[src/rtl/issue_ctrl.sv]
// Registered issue stage: pops the instruction queue, decodes, picks a reservation-station
// class and emits a one-cycle issue bundle. Define ISSUE_STATS_EN to add issue/stall counters.
module issue_ctrl #(
    parameter int NUM_RS = 4,
    parameter int CNT_W  = 16
) (
    input  logic              clk,
    input  logic              rst_n,
    input  logic              inst_valid,
    output logic              inst_ready,
    input  logic [31:0]       inst,
    input  logic [NUM_RS-1:0] rs_full,
    input  logic              flush,
    output logic              iss_valid,
    output logic [NUM_RS-1:0] iss_rs_en,
    output logic [1:0]        iss_aluop,
    output logic              iss_regdst,
    output logic              iss_vksrc,
    output logic              iss_queue_op,
    output logic [4:0]        iss_rs,
    output logic [4:0]        iss_rt,
    output logic [4:0]        iss_rd,
    output logic [15:0]       iss_imm,
    output logic              halted,
    output logic              illegal
`ifdef ISSUE_STATS_EN
    ,
    output logic [CNT_W-1:0]  stat_issued,
    output logic [CNT_W-1:0]  stat_stalls
`endif
);

    typedef enum logic [1:0] {RUN = 2'd0, STALL = 2'd1, HALTED = 2'd2} state_t;

    state_t      state, state_next;
    logic [5:0]  op, func;
    logic [1:0]  dec_cls, dec_aluop;
    logic        dec_halt, dec_illegal, dec_rform, needs_class;
    logic [3:0]  full4;
    logic        target_full, ready, accept, do_issue;
    logic [NUM_RS-1:0] rs_onehot;
    logic        unused_full;

    assign op          = inst[31:26];
    assign func        = inst[5:0];
    assign dec_rform   = (op == 6'b000000);
    assign needs_class = !dec_halt && !dec_illegal;
    // Only the four real classes can stall issue; upper rs_full bits are don't-care.
    assign full4       = rs_full[3:0];
    assign target_full = full4[dec_cls];
    assign unused_full = ^rs_full;
    assign rs_onehot   = NUM_RS'(4'b0001 << dec_cls);

    always_comb begin
        dec_cls     = 2'd0;
        dec_aluop   = 2'b00;
        dec_halt    = 1'b0;
        dec_illegal = 1'b0;
        case (op)
            6'b000000: begin
                case (func)
                    6'b100000: dec_aluop = 2'b00;
                    6'b100010: dec_aluop = 2'b01;
                    6'b100100: dec_aluop = 2'b10;
                    6'b100101: dec_aluop = 2'b11;
                    6'b011001: dec_cls   = 2'd1;
                    6'b011011: dec_cls   = 2'd2;
                    default:   dec_illegal = 1'b1;
                endcase
            end
            6'b001000:            dec_aluop = 2'b00;
            6'b001101:            dec_aluop = 2'b11;
            6'b100011, 6'b101011: dec_cls   = 2'd3;
            6'b111111:            dec_halt  = 1'b1;
            default:              dec_illegal = 1'b1;
        endcase
    end

    // HALT and illegal encodings never wait on a class, so they are always takeable.
    always_comb begin
        state_next = state;
        ready      = 1'b0;
        if (flush) begin
            state_next = RUN;
        end else begin
            case (state)
                RUN, STALL: begin
                    ready = !(needs_class && target_full);
                    if (inst_valid && ready)
                        state_next = dec_halt ? HALTED : RUN;
                    else if (inst_valid)
                        state_next = STALL;
                    else
                        state_next = RUN;
                end
                HALTED:  state_next = HALTED;
                default: state_next = RUN;
            endcase
        end
    end

    assign inst_ready = ready;
    assign accept     = inst_valid && ready;
    assign do_issue   = accept && needs_class;
    assign halted     = (state == HALTED);

    always_ff @(posedge clk or negedge rst_n) begin
        if (!rst_n) begin
            state        <= RUN;
            iss_valid    <= 1'b0;
            iss_rs_en    <= '0;
            illegal      <= 1'b0;
            iss_aluop    <= 2'b00;
            iss_regdst   <= 1'b0;
            iss_vksrc    <= 1'b0;
            iss_queue_op <= 1'b0;
            iss_rs       <= 5'd0;
            iss_rt       <= 5'd0;
            iss_rd       <= 5'd0;
            iss_imm      <= 16'd0;
        end else begin
            state     <= state_next;
            iss_valid <= do_issue;
            iss_rs_en <= do_issue ? rs_onehot : '0;
            illegal   <= accept && dec_illegal;
            // Payload fields hold their last value when nothing issues.
            if (do_issue) begin
                iss_aluop    <= dec_aluop;
                iss_regdst   <= dec_rform;
                iss_vksrc    <= !dec_rform;
                iss_queue_op <= (op != 6'b100011);
                iss_rs       <= inst[25:21];
                iss_rt       <= inst[20:16];
                iss_rd       <= inst[15:11];
                iss_imm      <= inst[15:0];
            end
        end
    end

`ifdef ISSUE_STATS_EN
    always_ff @(posedge clk or negedge rst_n) begin
        if (!rst_n) begin
            stat_issued <= '0;
            stat_stalls <= '0;
        end else if (flush) begin
            stat_issued <= '0;
            stat_stalls <= '0;
        end else begin
            if (iss_valid && (stat_issued != '1))
                stat_issued <= stat_issued + 1'b1;
            if ((state == STALL) && (stat_stalls != '1))
                stat_stalls <= stat_stalls + 1'b1;
        end
    end
`else
    logic [CNT_W-1:0] unused_stat;
    assign unused_stat = '0;
`endif

endmodule
[config.mk]
export PLATFORM = sky130hd
export DESIGN_NAME = issue_ctrl
export DESIGN_NICKNAME = d
export VERILOG_FILES = /design/src/rtl/issue_ctrl.sv
export SDC_FILE = /design/constraint.sdc
export NUM_CORES = 1
export LEC_CHECK = 0
export CAP_MARGIN = 20
export CORE_MARGIN = 2
export CORE_UTILIZATION = 41
export CTS_CLUSTER_DIAMETER = 80
export DETAILED_ROUTE_END_ITERATION = 10
export PLACE_DENSITY = 0.79
export SETUP_SLACK_MARGIN = 0.05
export SYNTH_ARGS = -nofsm -noshare
export SYNTH_HDL_FRONTEND = slang
export SYNTH_SLANG_ARGS = --single-unit
[constraint.sdc]
create_clock -name clk -period 2.66 [get_ports clk]
set_input_delay 0.665 -clock clk [delete_from_list [all_inputs] [get_ports clk]]
set_output_delay 0.665 -clock clk [all_outputs]
set_load 0.005 [all_outputs]
Word level (Yosys, flattened, before mapping)
Cells that the tools add are included.
- eq/ne operators: 14
- order comparisons: 1
- shift-type cells: 1
- multiplexer cells: 17
- reductions and logical operators: 16
- operator list (cell ; number):
    $eq 6x6->1 const B ; 7
    $pmux 2 s2 ; 4
    $eq 6x4->1 const B ; 2
    $eq 6x5->1 const B ; 2
    $logic_and 1x1->1 ; 6
    $logic_not 6->1 ; 1
    $mux 1 ; 6
    $mux 2 ; 3
    $ne 6x6->1 const B ; 1
    $pmux 2 s3 ; 1
    $reduce_or 6->1 ; 1
    $reduce_or 5->1 ; 1
    $logic_not 1->1 ; 4
    $mux 4 ; 1
    $reduce_or 2->1 ; 2
    $shl 1x2->4 const A ; 1
    $lt 2x3->1 const B ; 1
    $bmux 1 s2 ; 1
    $eq 2x1->1 const B ; 1
    $eq 2x2->1 const B ; 1
    $logic_not 2->1 ; 1
    $pmux 1 s2 ; 1
- word-level logic and storage cells: 61
- output and inout port bits: 44
- input port bits: 40
- register bits after elaboration: 44

Longest topological paths before layout
- word-level depth: 13
- depth in mapped cells: 7
- depth with buffers taken out: 5

Worst setup path after synthesis
No wires, ideal clock.
- kind: input -> output
- from: in inst[3]
- to: out inst_ready
- data arrival time: 1877 ps
- data required time: 1995 ps
- path slack: 118 ps
- buffers on the path: 0
- stages on the path: 5
- cells stage by stage: or3b_2 > o211a_1 > a32o_2 > nand2b_1 > o21a_1
- cells in the longest elaborated chain, start to end: 10
- elaborated cells between the ends (all ways): 19
- classes of those cells: eq/ne (6); mux (8); reduce/logical (5)
- RTL lines (element ; line ; source):
    start, declared ; 11 ; input logic [31:0] inst,
    branches (longest 6 deep; another with $eq 6x5->1) ; - ;
    $logic_and 1x1->1 * ; 88 ; ready = !(needs_class && target_full);
    $logic_not 1->1 * ; 88 ;
    $mux 1 * ; 86 ; case (state)
    $mux 1 * ; 83 ; if (flush) begin
    end, declared ; 10 ; output logic inst_ready,
Mark *: on every way between the ends. The select of a mux whose other input is x is not followed.

Final worst setup path
- from: in inst[4]
- to: out inst_ready
Same word-level chain as after synthesis.

==> flow_summary.html <==
<table>
<tr><th>Metric</th><th>Value</th></tr>
<tr><th colspan="2">Clock network</th></tr>
<tr><td>Clk pin slew, worst setup/hold paths</td><td>70 ps</td></tr>
<tr><td>Clock tree from TritonCTS</td><td>built</td></tr>
<tr><td>Clock Tree Buf Depth</td><td>2</td></tr>
<tr><td>Clock root buffer master</td><td>sky130_fd_sc_hd__clkbuf_8</td></tr>
<tr><td>CTS buffer count</td><td>5</td></tr>
<tr><td>Later-pin clock latency in the skew report</td><td>290 ps</td></tr>
<tr><td>Hold buffer count at cts</td><td>0</td></tr>
<tr><td>CTS H-tree lvls</td><td>2</td></tr>
<tr><td>Number of clock sinks</td><td>39</td></tr>
<tr><th colspan="2">Run</th></tr>
<tr><td>Max-Cap Viols</td><td>0</td></tr>
<tr><th colspan="2">Drt</th></tr>
<tr><td>Average vias per placed instance</td><td>between 4 and 5</td></tr>
<tr><td>WL final</td><td>about 4500 um</td></tr>
<tr><td>TritonRoute pass-1 iters</td><td>4</td></tr>
<tr><td>Count of routing violations after the opening detailed-route iteration</td><td>44</td></tr>
<tr><td>Via count</td><td>approximately 1500</td></tr>
<tr><td>Average detailed-routed wire length per instance</td><td>about 15 um</td></tr>
<tr><td>DRC Markers</td><td>0</td></tr>
<tr><td>Antenna viol nets, final</td><td>0</td></tr>
<tr><th colspan="2">Cells and area</th></tr>
<tr><td>Area overhead of the layout relative to synthesis</td><td>63.54%</td></tr>
<tr><td>Area used by sequential logic in the layout</td><td>just under 1000 um^2</td></tr>
<tr><td>Area taken by multi-input logic gates</td><td>~810 um^2</td></tr>
<tr><td>Area of all placed cells without fillers</td><td>roughly 3000 um^2</td></tr>
<tr><td>Commonest cells after routing, fill and taps aside</td><td>sky130_fd_sc_hd__clkdlybuf4s50_1 (69), sky130_fd_sc_hd__dfrtp_1 (39), sky130_fd_sc_hd__buf_4 (28)</td></tr>
<tr><td>Fillers</td><td>about 320</td></tr>
<tr><td>Layout net count</td><td>between 200 and 300</td></tr>
<tr><td>Antenna Diode Count</td><td>0</td></tr>
<tr><td>Proportion of layout cells with a drive suffix above 1</td><td>a little over a third</td></tr>
<tr><td>Most common cell after layout, fill and taps aside</td><td>sky130_fd_sc_hd__clkdlybuf4s50_1</td></tr>
<tr><th colspan="2">Global route</th></tr>
<tr><td>Global-route wire length before repair</td><td>around 7400 um</td></tr>
<tr><td>GRT overflow</td><td>0</td></tr>
<tr><td>Maximum number of pins on one net before global-route repair</td><td>40</td></tr>
<tr><td>Number of antenna violations at the first check in global routing</td><td>0</td></tr>
<tr><td>Vias in the first global route</td><td>roughly 1500</td></tr>
<tr><td>Overall routing resource usage</td><td>a little under a fifth</td></tr>
<tr><th colspan="2">Synth</th></tr>
<tr><td>Syn Area/Cell</td><td>approximately 14 um^2</td></tr>
<tr><td>Number of nets in the synthesized netlist</td><td>approximately 170</td></tr>
<tr><td>Netlist area before placement</td><td>between 1500 and 2000 um^2</td></tr>
<tr><td>Total of flip-flops plus latches after synthesis</td><td>39</td></tr>
<tr><td>Count of mapped cells out of synthesis</td><td>133</td></tr>
<tr><td>Yosys warning count</td><td>0</td></tr>
<tr><td>Netlist cell types</td><td>35</td></tr>
<tr><td>Sequential-to-total area share from yosys stat</td><td>a little over half</td></tr>
<tr><th colspan="2">Pwr</th></tr>
<tr><td>Total power draw</td><td>1.726 mW</td></tr>
<tr><td>PD cells</td><td>about 570 nW/um^2</td></tr>
<tr><td>Leakage component of the power</td><td>about 1.4 nW</td></tr>
<tr><td>IR Drop Worst-Case VDD</td><td>around 0.00027 V</td></tr>
<tr><th colspan="2">Status</th></tr>
<tr><td>Violated checks</td><td>setup timing</td></tr>
<tr><td>Status</td><td>finished, violations left</td></tr>
<tr><th colspan="2">Timing</th></tr>
<tr><td>RSZ-0062 raised after global routing</td><td>true</td></tr>
<tr><td>Worst Clk Skew</td><td>a little under 8 ps</td></tr>
<tr><td>Max Slew Vio Count</td><td>0</td></tr>
<tr><td>Time the worst path needs with I/O delays and setup</td><td>2681 ps</td></tr>
<tr><td>Final setup vio count</td><td>1</td></tr>
<tr><td>Setup slack after layout</td><td>-21.28 ps</td></tr>
<tr><td>Max_slew headroom</td><td>43.61%</td></tr>
<tr><td>Highest Clock Rate</td><td>0.3730 GHz</td></tr>
<tr><td>Worst-Margin Slew</td><td>roughly 850 ps</td></tr>
<tr><td>Hold Violations, Final</td><td>0</td></tr>
<tr><td>Crit share post-route</td><td>100.8%</td></tr>
<tr><th colspan="2">Worst setup path</th></tr>
<tr><td>Crit Path Category</td><td>input port to output pin</td></tr>
<tr><td>Slack of the worst reg-to-reg path</td><td>between 800 and 900 ps</td></tr>
<tr><td>Cells along the critical path</td><td>buf_6, or3b_4, o211a_1, a32o_2, nand2b_4, o21a_1, buf_2</td></tr>
<tr><td>Worst stage delay on the critical path</td><td>around 380 ps</td></tr>
<tr><td>Startpoint class of the critical path</td><td>input port</td></tr>
<tr><td>Reg2Reg Launch Point</td><td>state[1]</td></tr>
<tr><td>Highest fanout seen on the critical path</td><td>2</td></tr>
<tr><td>Slowest library cell on the worst path</td><td>sky130_fd_sc_hd__or3b_4</td></tr>
<tr><td>Arr. time, crit path</td><td>around 2000 ps</td></tr>
<tr><td>Critical Path Sink Type</td><td>output pin</td></tr>
<tr><td>Cells on worst reg2reg path</td><td>5</td></tr>
<tr><td>Required time at the endpoint of the critical path</td><td>approximately 2000 ps</td></tr>
<tr><td>Endpoint of the lowest-slack register-to-register path</td><td>iss_aluop[1]</td></tr>
<tr><th colspan="2">Placed design</th></tr>
<tr><td>Routability cong.</td><td>between 0.7 and 0.8</td></tr>
<tr><td>Cell area reported after detailed placement</td><td>between 2000 and 3000 um^2</td></tr>
<tr><td>Quantity of I/O buffers inserted on ports</td><td>83</td></tr>
<tr><td>HPWL after detailed placement</td><td>around 3300 um</td></tr>
<tr><th colspan="2">Floorplan</th></tr>
<tr><td>Die ar.</td><td>between 5000 and 6000 um^2</td></tr>
<tr><td>Vert. Die Dim</td><td>about 70 um</td></tr>
<tr><td>Initial Util</td><td>a little over two fifths</td></tr>
<tr><td>Die boundary width</td><td>about 71 um</td></tr>
<tr><td>Number of top-level design ports</td><td>84</td></tr>
<tr><td>Core Region</td><td>4354 um^2</td></tr>
<tr><td>Std-Cell Rows</td><td>24</td></tr>
<tr><th colspan="2">Min path</th></tr>
<tr><td>Worst hold path type</td><td>input port to asynchronous set/reset pin</td></tr>
</table>
-- worst max-delay path by stage --
stage | from | end | slack [ps] | cells past startpoint
3_5_place_dp | inst[5] | inst_ready | -810 | 7
4_1_cts | inst[4] | inst_ready | -30 | 7
3_3_place_gp | inst[5] | inst_ready | -800 | 7
2_1_floorplan | inst[3] | inst_ready | 120 | 5
6_report | inst[4] | inst_ready | -20 | 7
5_1_grt | inst[4] | inst_ready | -60 | 7
-- power by group --
group,switching (mW),internal [mW]
registers,0.0512,0.683
clock network,0.202,0.304
logic,0.133,0.354
total,0.386,1.34
-- cell usage after synthesis --
cell type / n / area share [%]
sky130_fd_sc_hd__a21oi_1: 1 / 0.27
sky130_fd_sc_hd__a22oi_1: 1 / 0.41
sky130_fd_sc_hd__a32o_2: 1 / 0.61
sky130_fd_sc_hd__and3_1: 3 / 1.0
sky130_fd_sc_hd__and3_4: 1 / 0.61
sky130_fd_sc_hd__and4b_1: 1 / 0.54
sky130_fd_sc_hd__buf_4: 5 / 2.0
sky130_fd_sc_hd__buf_6: 3 / 1.8
sky130_fd_sc_hd__clkbuf_1: 1 / 0.20
sky130_fd_sc_hd__dfrtp_1: 39 / 53
sky130_fd_sc_hd__inv_1: 5 / 1.0
sky130_fd_sc_hd__mux2_2: 3 / 1.8
sky130_fd_sc_hd__mux2_4: 26 / 21
sky130_fd_sc_hd__mux2i_1: 3 / 1.6
sky130_fd_sc_hd__nand2_1: 4 / 0.81
sky130_fd_sc_hd__nand2b_1: 2 / 0.68
sky130_fd_sc_hd__nand3_1: 3 / 0.81
sky130_fd_sc_hd__nand4_1: 1 / 0.34
sky130_fd_sc_hd__nand4_2: 1 / 0.68
sky130_fd_sc_hd__nor2_1: 8 / 1.6
sky130_fd_sc_hd__nor2b_1: 2 / 0.68
sky130_fd_sc_hd__nor3_1: 3 / 0.81
sky130_fd_sc_hd__nor3b_1: 1 / 0.41
sky130_fd_sc_hd__nor4_1: 2 / 0.68
sky130_fd_sc_hd__nor4_4: 2 / 2.3
sky130_fd_sc_hd__o211a_1: 1 / 0.54
sky130_fd_sc_hd__o21a_1: 1 / 0.41
sky130_fd_sc_hd__o21ai_0: 1 / 0.27
sky130_fd_sc_hd__o21bai_1: 1 / 0.41
sky130_fd_sc_hd__o2bb2ai_1: 2 / 0.95
sky130_fd_sc_hd__o31ai_1: 1 / 0.41
sky130_fd_sc_hd__or2_2: 1 / 0.34
sky130_fd_sc_hd__or2b_1: 1 / 0.41
sky130_fd_sc_hd__or3_1: 1 / 0.34
sky130_fd_sc_hd__or3b_2: 1 / 0.47
-- layout make-up --
| type | instances | area share [%] |
|---|---|---|
| Sequential cell | 39 | 32.20 |
| Tap cell | 52 | 2.147 |
| Timing Repair Buffer | 113 | 34.31 |
| Clock inverter | 2 | 1.156 |
| Clock buffer | 6 | 2.725 |
| Inverter | 5 | 0.6193 |
| Multi-Input combinational cell | 80 | 26.84 |
-- state kept, by name, indices dropped and copies added (netlist names) --
name / flops
iss_rs_en: 4
illegal: 1
iss_regdst: 1
iss_valid: 1
iss_vksrc: 1
iss_aluop: 2
iss_imm: 11
iss_queue_op: 1
iss_rd: 5
iss_rs: 5
state: 2
iss_rt: 5
-- what timing repair did --
item,4_1_cts,5_1_grt
buffers inserted,1,1
pin swaps,8,4
gates resized for setup,41,8
endpoints found under the setup margin,34,1
-- per-layer routing --
metal  global-route usage (%)  vias to the layer above  wire [um]
met4                    8.386                        0         76
met5                        0                        -          0
met1                    25.00                      706       1992
met3                    3.376                        6        280
li1                         -                      690          -
met2                    29.73                       70       2138
-- cells by family (layout without fill, tap and decap cells) --
family | count (synthesis) | in the layout | share of synthesized area, %
AOI/OAI and AO/OA | 10 | 10 | 4.254
buffers and inverters | 14 | 126 | 5.064
DFF | 39 | 39 | 52.67
muxes | 32 | 32 | 24.51
and+or+nand+nor | 38 | 38 | 13.50
-- metrics by stage --
step	hold WS, ps	setup TNS, ps	util [%]	worst slack, ps	std cells
after floorplan	369.4	0	-	118.4	133
after global placement	490.6	-18030	66.41	-799.9	287
after detailed placement	492.4	-17550	66.41	-808.9	287
after CTS	505.4	-29.27	69.02	-29.27	296
after global routing	528.0	-63.09	69.60	-63.09	297
final	480.9	-21.28	69.60	-21.28	297
-- worst max-delay path: cells and delay by family --
kind,cells,cell delay (ps)
buffers and inverters,2,210
AOI/OAI and AO/OA,3,620
and+or+nand+nor,2,520
Power figures use the tool's default switching activity.
